==> src/rtl/spi_rx_deserializer.sv <==
// SPI receive-path deserializer: packs the master's bit stream MSB-first
// into bytes, buffers them in a FWFT FIFO and reports per-frame status.
module spi_rx_deserializer #(
  parameter int FIFO_DEPTH  = 16,
  parameter bit PAD_PARTIAL = 1'b1,
  parameter int CNT_W       = 16,
  localparam int AW         = $clog2(FIFO_DEPTH)
) (
  input  logic             clk_i,
  input  logic             rst_ni,
  input  logic             bit_valid_i,
  input  logic             bit_i,
  input  logic             frame_active_i,
  input  logic             clr_err_i,
  output logic [7:0]       rx_data_o,
  output logic             rx_valid_o,
  input  logic             rx_ready_i,
  output logic [AW:0]      fifo_level_o,
  output logic             frame_done_o,
  output logic [CNT_W-1:0] frame_bytes_o,
  output logic             overflow_o,
  output logic             partial_err_o
);

  typedef enum logic [1:0] {
    S_IDLE, S_RECV, S_FLUSH, S_DONE
  } state_t;

  localparam logic [AW:0] DEPTH_L = (AW+1)'(FIFO_DEPTH);

  state_t state_q, state_d;

  logic [7:0]       shift_q, shift_d;
  logic [2:0]       bit_cnt_q, bit_cnt_d;
  logic [CNT_W-1:0] cnt_q, cnt_d;
  logic [CNT_W-1:0] fbytes_q, fbytes_d;
  logic             ovf_q, ovf_d;
  logic             perr_q, perr_d;
  logic [AW-1:0]    wr_ptr_q, wr_ptr_d;
  logic [AW-1:0]    rd_ptr_q, rd_ptr_d;
  logic [AW:0]      level_q, level_d;
  logic [7:0]       mem_q [FIFO_DEPTH];

  logic       push_req;
  logic [7:0] push_byte;
  logic       push_ok;
  logic       pop;
  logic       full;
  logic       cnt_clr;
  logic       perr_set;
  logic       ovf_set;

  always_ff @(posedge clk_i) begin
    if (!rst_ni) state_q <= S_IDLE;
    else         state_q <= state_d;
  end

  always_comb begin
    state_d = state_q;
    unique case (state_q)
      S_IDLE:  if (frame_active_i) state_d = S_RECV;
      S_RECV:  if (!frame_active_i) state_d = S_FLUSH;
      S_FLUSH: state_d = S_DONE;
      S_DONE:  state_d = S_IDLE;
    endcase
  end

  always_comb begin
    frame_done_o  = (state_q == S_DONE);
    frame_bytes_o = fbytes_q;
    overflow_o    = ovf_q;
    partial_err_o = perr_q;
    fifo_level_o  = level_q;
    rx_valid_o    = (level_q != '0);
    rx_data_o     = rx_valid_o ? mem_q[rd_ptr_q] : 8'h00;
  end

  // Bit packing and frame bookkeeping
  always_comb begin
    shift_d   = shift_q;
    bit_cnt_d = bit_cnt_q;
    push_req  = 1'b0;
    push_byte = 8'h00;
    cnt_clr   = 1'b0;
    perr_set  = 1'b0;
    fbytes_d  = fbytes_q;
    unique case (state_q)
      S_IDLE: begin
        if (frame_active_i) begin
          cnt_clr   = 1'b1;
          bit_cnt_d = 3'd0;
          if (bit_valid_i) begin
            shift_d   = {shift_q[6:0], bit_i};
            bit_cnt_d = 3'd1;
          end
        end
      end
      S_RECV: begin
        if (frame_active_i && bit_valid_i) begin
          shift_d   = {shift_q[6:0], bit_i};
          bit_cnt_d = bit_cnt_q + 3'd1;
          if (bit_cnt_q == 3'd7) begin
            push_req  = 1'b1;
            push_byte = {shift_q[6:0], bit_i};
          end
        end
      end
      S_FLUSH: begin
        if (bit_cnt_q != 3'd0) begin
          perr_set  = 1'b1;
          push_req  = PAD_PARTIAL;
          push_byte = shift_q << (4'd8 - {1'b0, bit_cnt_q});
        end
        bit_cnt_d = 3'd0;
      end
      S_DONE: fbytes_d = cnt_q;
    endcase
  end

  always_comb begin
    pop      = rx_valid_o && rx_ready_i;
    full     = (level_q == DEPTH_L);
    push_ok  = push_req && (!full || pop);
    ovf_set  = push_req && full && !pop;
    wr_ptr_d = push_ok ? wr_ptr_q + AW'(1) : wr_ptr_q;
    rd_ptr_d = pop ? rd_ptr_q + AW'(1) : rd_ptr_q;
    level_d  = level_q;
    if (push_ok && !pop)      level_d = level_q + (AW+1)'(1);
    else if (!push_ok && pop) level_d = level_q - (AW+1)'(1);
    cnt_d = cnt_q;
    if (cnt_clr)                      cnt_d = '0;
    else if (push_ok && cnt_q != '1)  cnt_d = cnt_q + CNT_W'(1);
    // Set beats clear when both land in the same cycle
    ovf_d  = ovf_set  | (ovf_q  & ~clr_err_i);
    perr_d = perr_set | (perr_q & ~clr_err_i);
  end

  always_ff @(posedge clk_i) begin
    if (!rst_ni) begin
      shift_q   <= '0;
      bit_cnt_q <= '0;
      cnt_q     <= '0;
      fbytes_q  <= '0;
      ovf_q     <= 1'b0;
      perr_q    <= 1'b0;
      wr_ptr_q  <= '0;
      rd_ptr_q  <= '0;
      level_q   <= '0;
    end else begin
      shift_q   <= shift_d;
      bit_cnt_q <= bit_cnt_d;
      cnt_q     <= cnt_d;
      fbytes_q  <= fbytes_d;
      ovf_q     <= ovf_d;
      perr_q    <= perr_d;
      wr_ptr_q  <= wr_ptr_d;
      rd_ptr_q  <= rd_ptr_d;
      level_q   <= level_d;
    end
  end

  always_ff @(posedge clk_i) begin
    if (push_ok) mem_q[wr_ptr_q] <= push_byte;
  end

endmodule

==> config.mk <==
export PLATFORM = sky130hd
export DESIGN_NAME = spi_rx_deserializer
export DESIGN_NICKNAME = d
export VERILOG_FILES = /design/src/rtl/spi_rx_deserializer.sv
export SDC_FILE = /design/constraint.sdc
export NUM_CORES = 1
export LEC_CHECK = 0
export CAP_MARGIN = 30
export CORE_MARGIN = 3
export CORE_UTILIZATION = 45
export DETAILED_ROUTE_END_ITERATION = 6
export PLACE_DENSITY_LB_ADDON = 0.25
export SETUP_SLACK_MARGIN = 0.3
export SLEW_MARGIN = 20
export SYNTH_ARGS = -nofsm -noshare
export SYNTH_HDL_FRONTEND = slang
export SYNTH_SLANG_ARGS = --single-unit
==> constraint.sdc <==
create_clock -name clk_i -period 8.1 [get_ports clk_i]
set_clock_uncertainty 0.2 [all_clocks]
set_input_delay 1.215 -clock clk_i [delete_from_list [all_inputs] [get_ports clk_i]]
set_output_delay 1.215 -clock clk_i [all_outputs]
set_load 0.05 [all_outputs]
==> run summary, run 1 <==
Gp weighted congestion: 0.8747
Max clock buf depth: 2
Final ANT Viol Nets: 0
Worst-Skew Late Latency: 0.44 ns
Number of fill cells: 1512
Netlist cell types: 61
IO Count: 40
Nets: 657
Rel. slew slack: 0.4213
Clock Pin Slew Worst Setup and Hold Paths: 0.07 ns
Worst slack, placed: 3.301 ns
Vias in the first global route: 4915
Switching Fraction: 0.3310
Core Rows: 49
Die ar.: 0.02029 mm²
HPWL after detailed placement: 11.01 mm
Crit path DAT: 3.01 ns
Cell-internal power: 1.760 mW
Sequential share of power: 0.421
Chip height: 142.5 µm
Clock sink count: 192
Outcome: finished clean
Final Max Slew Viols: 0
PortBufs: 39
Fmax: 226.2 MHz
Combinational power share: 0.274
Final worst slack: 3.680 ns
Final setup vio count: 0
Final wirelength: 16.39 mm
CP startpoint kind: register
TritonCTS Buffers: 17
Worst-path fanout max: 32
# diodes: 0
Commonest non-fill, non-tap cell in the layout: edfxtp_1
Min-Delay Path Class: register to register
Post-CTS sizing: 0
Number of synthesized flops with an enable pin: 128
Total number of vias: 4923
Leakage: 2.961 nW
Multi-input logic area: 0.003080 mm²
Worst-margin pin slew: 0.8614 ns
Layout area overhead: 14.86%
Antenna violations before repair: 0
Post-CTS Setup Repair Bufs: 0
Post-Syn Area: 0.008379 mm²
RSZ-0062 raised after global routing: false
VDD IR max: 0.1968 mV
Max Cap Violations: 0
Drt drc: 0
Avg Inst Size Synth: 14.20 µm²
Period Utilization, post-route: 0.5457
Wire per inst: 18.80 µm
P_sw: 0.8711 mW
Most frequent cells in the layout: edfxtp_1, dfxtp_1, mux2i_1, clkdlybuf4s50_1, nand2_1
Sequential element share of the synthesized area: 0.6116
Post-Synthesis Cells: 590
TNS Setup: 0 ns
Largest net degree at the start of global routing: 33
Initial Util: 0.4617
Seq. cell area: 0.005127 mm²
Starting DRT DRC Count: 355
Clock Tree Root: clkbuf_16
Clk network pwr share: 0.305
Fin. Hold Viols: 0
Synth Flop Type: edfxtp_1
Die W: 142.5 µm
Crit Path Category: register to output pin
Htree depth: 4
GRT Total Usage: 0.1692
Async set-or-reset flop fraction in the synthesized netlist: 0
Pre-Repair DR Iteration Count: 5
GRT Residual Overflow: 0
Mean number of vias per cell: 5.646
Synth warn: 0
Synthesized net count: 617
Data required, critical path: 6.68 ns
Share of layout cells above drive strength 1: 0.1493
Core Region: 0.01815 mm²
Yosys reg bits: 192
CTS tree: done
First-pass GRT wire length: 26.39 mm
Min Tclk post-route: 4.420 ns
Hold buffers post-CTS: 0
Pwr/cell area: 273.4 mW/mm²
Critical Path End Type: output pin
==> layout make-up <==
type | count | area share
Timing Repair Buffer | 53 | 0.05356
Sequential cell | 192 | 0.5328
Clock buffer | 17 | 0.04420
Multi-Input combinational cell | 354 | 0.3201
Tap cell | 229 | 0.02977
Clock inverter | 15 | 0.01495
Inverter | 12 | 0.004680
==> synth_stat cells (all sizes together) (4+ instances only) <==
cell	instances	area share
dfxtp	64	0.15
buf	15	0.0084
o21a	4	0.0036
edfxtp	128	0.46
clkbuf	17	0.0079
a41o	7	0.0084
nor4	5	0.0037
nor2	25	0.011
o21ai	10	0.0060
nor2b	36	0.027
a21oi	8	0.0048
mux2i	58	0.069
a21boi	8	0.0072
nand3	10	0.0066
and2	5	0.0037
nand2	37	0.017
o22ai	8	0.0060
nand4	5	0.0055
mux4	33	0.089
or3	4	0.0031
xnor2	4	0.0042
a31oi	5	0.0037
nand2b	11	0.0082
or4	5	0.0055
ha	19	0.028
inv	11	0.0049
nor3	13	0.0078
==> metal layers <==
layer | vias up | track usage | wire, µm
li1 | 2345 | - | -
met1 | 2435 | 0.2350 | 7578
met2 | 125 | 0.2705 | 7776
met3 | 18 | 0.03898 | 808
met4 | 0 | 0.04452 | 227
met5 | - | 0 | 0
==> registers in the layout, indices dropped and copies added, names as in the netlist, named ones only <==
name           flops
bit_cnt_q          3
cnt_q             16
fifo_level_o       5
frame_bytes_o     16
mem_q            128
overflow_o         1
partial_err_o      1
rd_ptr_q           4
shift_q            8
state_q            2
wr_ptr_q           4
==> kinds of logic (layout without fill, tap and decap cells) <==
kind of cell / count (synthesis) / count (layout) / synth area share
buffers and inverters: 44 / 97 / 0.02165
flip-flops: 192 / 192 / 0.6116
adder cells (fa/ha/maj): 20 / 20 / 0.03076
AO/OA/AOI/OAI: 74 / 74 / 0.06630
AND/OR/NAND/NOR: 164 / 164 / 0.1065
XOR/XNOR: 5 / 5 / 0.005226
multiplexers: 91 / 91 / 0.1580
==> worst max-delay path, cell delays in order (launching register included) <==
cell and delay [ns]:
dfxtp_2 0.31, buf_4 0.51, mux4_2 0.60, mux2i_1 0.27, o22ai_1 0.15, clkdlybuf4s50_1 0.72
==> through the flow <==
stage | power [mW] | hold WS, ns | utilization | instance area [µm²] | instances
after floorplan | 1.670 | 0.2670 | - | 8379 | 590
after global placement | 1.840 | 0.3021 | 0.4946 | 8975 | 833
after detailed placement | 1.856 | 0.3084 | 0.4977 | 9032 | 837
after CTS | 2.659 | 0.3282 | 0.5291 | 9602 | 869
after global routing | 2.753 | 0.3523 | 0.5303 | 9624 | 872
final | 2.631 | 0.3207 | 0.5303 | 9624 | 872
==> worst paths after layout <==
| path | start | to | slack, ns | cells past startpoint |
|---|---|---|---|---|
| setup / recovery | register | rx_data_o[3] | 3.68 | 5 |
| hold / removal | frame_bytes_o[12] | frame_bytes_o[12] | 0.32 | 2 |
| setup reg to reg | bit_cnt_q[0] | fifo_level_o[4] | 3.95 | 13 |
| hold reg to reg | frame_bytes_o[12] | frame_bytes_o[12] | 0.32 | 2 |
==> power by group through the flow <==
| stage | Combinational (mW) | Clock, mW | Sequential [mW] |
|---|---|---|---|
| 3_3_place_gp | 0.709 | 0 | 1.13 |
| 2_1_floorplan | 0.530 | 0 | 1.14 |
| 4_1_cts | 0.729 | 0.821 | 1.11 |
| 6_report | 0.720 | 0.803 | 1.11 |
| 3_5_place_dp | 0.725 | 0 | 1.13 |
| 5_1_grt | 0.778 | 0.859 | 1.12 |
Power figures use the tool's default switching activity.
==> run 2: changes to the inputs <==
- clock period: 8.1 -> 3.7 ns (I/O delays scaled with it)
==> run summary, run 2 (same netlist as run 1, synthesis figures left out) <==
Die W: 142.5 µm (unchanged)
Period Utilization, post-route: 0.8887
Critical Path Max Stage Delay: 0.74 ns (was 0.72 ns)
Clock Pin Slew Worst Setup and Hold Paths: 0.07 ns (about the same)
Layout area overhead: 17.16% (was 14.86%)
Crit Path Category: register to output pin (unchanged)
Min-Delay Path Class: register to register (unchanged)
Core Rows: 49 (unchanged)
GRT Residual Overflow: 0 (unchanged)
Worst-margin pin slew: 0.8292 ns (was 0.8614 ns)
CP top delay family: simple AND/OR/NAND/NOR gates (was buffers and inverters)
Htree depth: 4 (unchanged)
Hold WS: 0.3088 ns (was 0.3207 ns)
Min Tclk post-route: 3.288 ns
Design Power: 5.916 mW (was 2.631 mW)
Rel. slew slack: 0.4421 (was 0.4213)
First-pass GRT wire length: 26.93 mm (was 26.39 mm)
Die ar.: 0.02029 mm² (unchanged)
Max Cap Violations: 0 (unchanged)
Vias in the first global route: 5067 (was 4915)
Wire per inst: 18.59 µm (was 18.80 µm)
Post-Place Cells: 862 (was 837)
CP startpoint kind: register (unchanged)
Commonest non-fill, non-tap cell in the layout: edfxtp_1 (unchanged)
Fmax: 304.1 MHz
Drt drc: 0 (unchanged)
Leakage: 3.106 nW (was 2.961 nW)
Gp weighted congestion: 0.8265 (was 0.8747)
Mean number of vias per cell: 5.593 (was 5.646)
Max clock buf depth: 2 (unchanged)
Fin. Hold Viols: 0 (unchanged)
TritonCTS Buffers: 17 (unchanged)
RSZ-0062 raised after global routing: false (unchanged)
Finished Cell Area: 0.009817 mm² (was 0.009624 mm²)
CP bufs+invs: 1 (was 2)
Largest net degree at the start of global routing: 34 (was 33)
Worst-Skew Late Latency: 0.44 ns (about the same)
Initial Util: 0.4617 (unchanged)
PortBufs: 39 (unchanged)
Core Region: 0.01815 mm² (unchanged)
Layout Cells excl Fill: 894 (was 872)
IO Count: 40 (unchanged)
Pwr/cell area: 602.6 mW/mm² (was 273.4 mW/mm²)
Data required, critical path: 2.94 ns (was 6.68 ns)
Share of layout cells above drive strength 1: 0.1895 (was 0.1493)
Chip height: 142.5 µm (unchanged)
Final wirelength: 16.62 mm (was 16.39 mm)
Cells along the critical path: or4_4, or2_2, clkdlybuf4s50_1 (was buf_4, mux4_2, mux2i_1, o22ai_1, clkdlybuf4s50_1)
Outcome: finished clean (unchanged)
TNS Setup: 0 ns (unchanged)
Max FFs per register: 128 (unchanged)
Antenna violations before repair: 0 (unchanged)
Final ANT Viol Nets: 0 (unchanged)
Clock Tree Root: clkbuf_16 (unchanged)
VDD IR max: 0.3782 mV (was 0.1968 mV)
Critical Path End Type: output pin (unchanged)
CTS tree: done (unchanged)
# diodes: 0 (unchanged)
Final worst slack: 0.4117 ns (was 3.680 ns)
GRT Total Usage: 0.1730 (was 0.1692)
Final setup vio count: 0 (unchanged)
Pre-Repair DR Iteration Count: 5 (unchanged)
Reg with most FFs: mem_q (unchanged)
Clock sink count: 192 (unchanged)
Worst-path fanout max: 5 (was 32)
Fin util: 0.5410 (was 0.5303)
Nets: 679 (was 657)
Starting DRT DRC Count: 321 (was 355)
Area after DPL: 0.009209 mm² (was 0.009032 mm²)
Total number of vias: 5000 (was 4923)
Slowest CP cell: clkdlybuf4s50_1 (unchanged)
Final Max Slew Viols: 0 (unchanged)
Worst slack, placed: 0.3787 ns (was 3.301 ns)
Most frequent cells in the layout: edfxtp_1, dfxtp_1, mux2i_1, buf_4, nand2_1 (was edfxtp_1, dfxtp_1, mux2i_1, clkdlybuf4s50_1, nand2_1)
Crit path DAT: 2.53 ns (was 3.01 ns)
HPWL after detailed placement: 10.96 mm (was 11.01 mm)
Post-CTS Setup Repair Bufs: 0 (unchanged)
[run 2: cell count changes in the layout (fill, tap and decap cells not counted), sizes merged]
cell,change
inv,-2
buf,+27
clkinvlp,-1
clkdlybuf4s50,-8
bufinv,+2
clkinv,+1
clkbuf,+3
[run 2: worst reg2reg max path, delay by kind of cell, from the launching register on]
| kind | cells | cell delay, ns |
|---|---|---|
| adders and majority gates | 4 | 1.03 |
| AOI/OAI and AO/OA | 3 | 0.46 |
| muxes | 2 | 0.42 |
| buffers and inverters | 3 | 0.37 |
| DFF | 1 | 0.34 |
| and+or+nand+nor | 1 | 0.21 |
[run 2: repair_timing]
action | CTS | global route
cloned | 0 | 0
gates resized for setup | 4 | 10
hold buffers | 0 | 0
pin swaps | 0 | 0
setup endpoints to repair | 4 | 5
[run 2: final cells by class]
type / instances / area, µm²
Timing Repair Buffer: 75 / 655.6
Multi-Input combinational cell: 354 / 3084
Tap cell: 229 / 286.5
Clock buffer: 17 / 425.4
Clock inverter: 15 / 193.9
Sequential cell: 192 / 5126
Fill cell: 1458 / 8330
Inverter: 12 / 45.04
[run 2: worst paths after layout]
| kind | start | end | slack, ns | cells after the start |
|---|---|---|---|---|
| min reg2reg | cnt_q[5] | cnt_q[5] | 0.31 | 2 |
| min | cnt_q[5] | cnt_q[5] | 0.31 | 2 |
| max reg2reg | bit_cnt_q[0] | fifo_level_o[4] | 0.60 | 13 |
| max | fifo_level_o[0] | rx_valid_o | 0.41 | 3 |
[run 2: layer usage]
metal	up-vias	track usage	share of wire
met5	-	0	0
met4	0	0.04502	0.015
met3	23	0.05108	0.044
met2	126	0.2836	0.49
met1	2452	0.2270	0.45
li1	2399	-	-
[run 2: power by group]
group	switching [mW]	total, mW	internal (mW)
Clock	0.872	1.90	1.03
Sequential	0.0688	2.39	2.32
Combinational	0.986	1.63	0.641
==> run 3: changes to the inputs <==
- CORE_UTILIZATION: 45 -> 35
==> run summary, run 3 (same netlist as run 1, synthesis figures left out) <==
Outcome: finished clean (unchanged)
Gp weighted congestion: 0.7802 (was 0.8265)
Clk network pwr share: 0.306 (was 0.322)
Max Cap Violations: 0 (unchanged)
Largest net degree at the start of global routing: 33 (was 34)
Flop2flop setup slack: 0.53 ns (was 0.60 ns)
# diodes: 0 (unchanged)
Commonest non-fill, non-tap cell in the layout: edfxtp_1 (unchanged)
Clock sink count: 192 (unchanged)
Max FFs per register: 128 (unchanged)
Switching Fraction: 0.3293 (was 0.3255)
HPWL after detailed placement: 11.22 mm (was 10.96 mm)
Final worst slack: 0.4050 ns (was 0.4117 ns)
TritonCTS Buffers: 17 (unchanged)
Reg with most FFs: mem_q (unchanged)
Crit path DAT: 2.54 ns (was 2.53 ns)
Worst slack, placed: 0.3114 ns (was 0.3787 ns)
PortBufs: 39 (unchanged)
Core Region: 0.02305 mm² (was 0.01815 mm²)
R2r endpoint: fifo_level_o[4] (unchanged)
Drt drc: 0 (unchanged)
Post-CTS sizing: 0 (was 4)
Nets: 679 (unchanged)
Crit Path Category: register to output pin (unchanged)
Worst-Skew Late Latency: 0.43 ns (was 0.44 ns)
Sequential share of power: 0.408 (was 0.404)
Max clock buf depth: 2 (unchanged)
HP Start: cnt_q[5] (unchanged)
Chip height: 160.7 µm (was 142.5 µm)
Total number of vias: 5022 (was 5000)
GRT Total Usage: 0.1379 (was 0.1730)
Final ANT Viol Nets: 0 (unchanged)
Clock Pin Slew Worst Setup and Hold Paths: 0.07 ns (about the same)
Vias in the first global route: 4998 (was 5067)
Hold buffers post-CTS: 0 (unchanged)
Period Utilization, post-route: 0.8905 (was 0.8887)
Min Tclk post-route: 3.295 ns (was 3.288 ns)
Final setup vio count: 0 (unchanged)
Antenna violations before repair: 0 (unchanged)
Fmax: 303.5 MHz (was 304.1 MHz)
Die ar.: 0.02583 mm² (was 0.02029 mm²)
VDD IR max: 0.3354 mV (was 0.3782 mV)
P_sw: 1.926 mW (about the same)
GRT Residual Overflow: 0 (unchanged)
TNS Setup: 0 ns (unchanged)
Final Max Slew Viols: 0 (unchanged)
WHS Endpoint: cnt_q[5] (unchanged)
Initial Util: 0.3635 (was 0.4617)
Wire per inst: 17.43 µm (was 18.59 µm)
Fin. Hold Viols: 0 (unchanged)
Most frequent cells in the layout: edfxtp_1, dfxtp_1, mux2i_1, buf_4, nand2_1 (unchanged)
Cell-internal power: 3.923 mW (was 3.990 mW)
Critical Path End Type: output pin (unchanged)
Rel. slew slack: 0.4143 (was 0.4421)
CP startpoint kind: register (unchanged)
Htree depth: 4 (unchanged)
IO Count: 40 (unchanged)
RSZ-0062 raised after global routing: false (unchanged)
Hold Path Stages: 2 (unchanged)
CTS tree: done (unchanged)
Starting DRT DRC Count: 444 (was 321)
Mean number of vias per cell: 5.135 (was 5.593)
Layout area overhead: 17.84% (was 17.16%)
Clock Tree Root: clkbuf_16 (unchanged)
Die W: 160.7 µm (was 142.5 µm)
Post-CTS Setup Repair Bufs: 0 (unchanged)
Share of layout cells above drive strength 1: 0.1895 (unchanged)
Min-Delay Path Class: register to register (unchanged)
Core Rows: 55 (was 49)
Worst-path fanout max: 5 (unchanged)
Worst-margin pin slew: 0.8706 ns (was 0.8292 ns)
Final wirelength: 17.05 mm (was 16.62 mm)
Number of fill cells: 2114 (was 1458)
Combinational power share: 0.286 (was 0.275)
Leakage: 3.092 nW (was 3.106 nW)
Pwr/cell area: 592.3 mW/mm² (was 602.6 mW/mm²)
Reg-to-Reg Start: bit_cnt_q[0] (unchanged)
First-pass GRT wire length: 27.81 mm (was 26.93 mm)
Data required, critical path: 2.94 ns (about the same)
Reg2Reg Depth: 13 (unchanged)
Pre-Repair DR Iteration Count: 5 (unchanged)
[run 3: changes by cell type in the layout (fill, tap and decap cells not counted), moves of 2 or more]
cell / before / now
buf_4: 38 / 43
clkbuf_2: 4 / 0
clkinv_1: 2 / 0
clkinv_2: 0 / 3
clkinv_4: 2 / 0
inv_6: 1 / 6
inv_8: 5 / 2
[run 3: worst max path at each step]
stage,from,end,cells past startpoint
after floorplan,bit_cnt_q[0],fifo_level_o[4],15
after global placement,bit_valid_i,fifo_level_o[4],11
after detailed placement,bit_valid_i,fifo_level_o[4],11
after CTS,fifo_level_o[0],fifo_level_o[4],9
after global routing,fifo_level_o[0],rx_data_o[0],5
final,fifo_level_o[0],rx_valid_o,3
[run 3: critical path, cell delays in order, from the launching register on]
cell,delay [ns]
dfxtp_1,0.38
or4_4,0.62
or2_2,0.38
clkdlybuf4s50_1,0.73
[run 3: metrics by stage]
step           area [µm²]  cells    util  total power, mW  hold WS [ns]
2_1_floorplan        8383    590       -            3.658        0.2670
3_3_place_gp         9291    946  0.4030            4.084        0.3027
3_5_place_dp         9291    946  0.4030            4.114        0.3082
4_1_cts              9864    978  0.4279            5.908        0.3229
5_1_grt              9874    978  0.4283            6.131        0.3428
6_report             9874    978  0.4283            5.849        0.3130
[run 3: area by class of cell]
class                   instances  area (µm²)  share of cell area
clock buffers                  18       429.2             0.04346
clock inverters                14       143.9             0.01457
inverters                      12       48.80            0.004942
multi-input cells             354        3082              0.3121
flip-flops and latches        192        5126              0.5191
well taps                     313       391.6             0.03966
repair buffers                 75       653.1             0.06614
[run 3: power by group through the flow]
stage          Clock, mW  Combinational, mW  Sequential [mW]
2_1_floorplan          0               1.16             2.50
3_3_place_gp           0               1.66             2.43
3_5_place_dp           0               1.68             2.43
4_1_cts             1.84               1.69             2.38
5_1_grt             1.94               1.80             2.40
6_report            1.79               1.67             2.39
[run 3: per-layer routing]
metal | wire, µm | GRT usage | vias to the layer above
met5 | 0 | 0 | -
met4 | 196 | 0.03246 | 0
met3 | 782 | 0.03972 | 18
met2 | 8078 | 0.2193 | 114
met1 | 7989 | 0.1880 | 2506
li1 | - | - | 2384
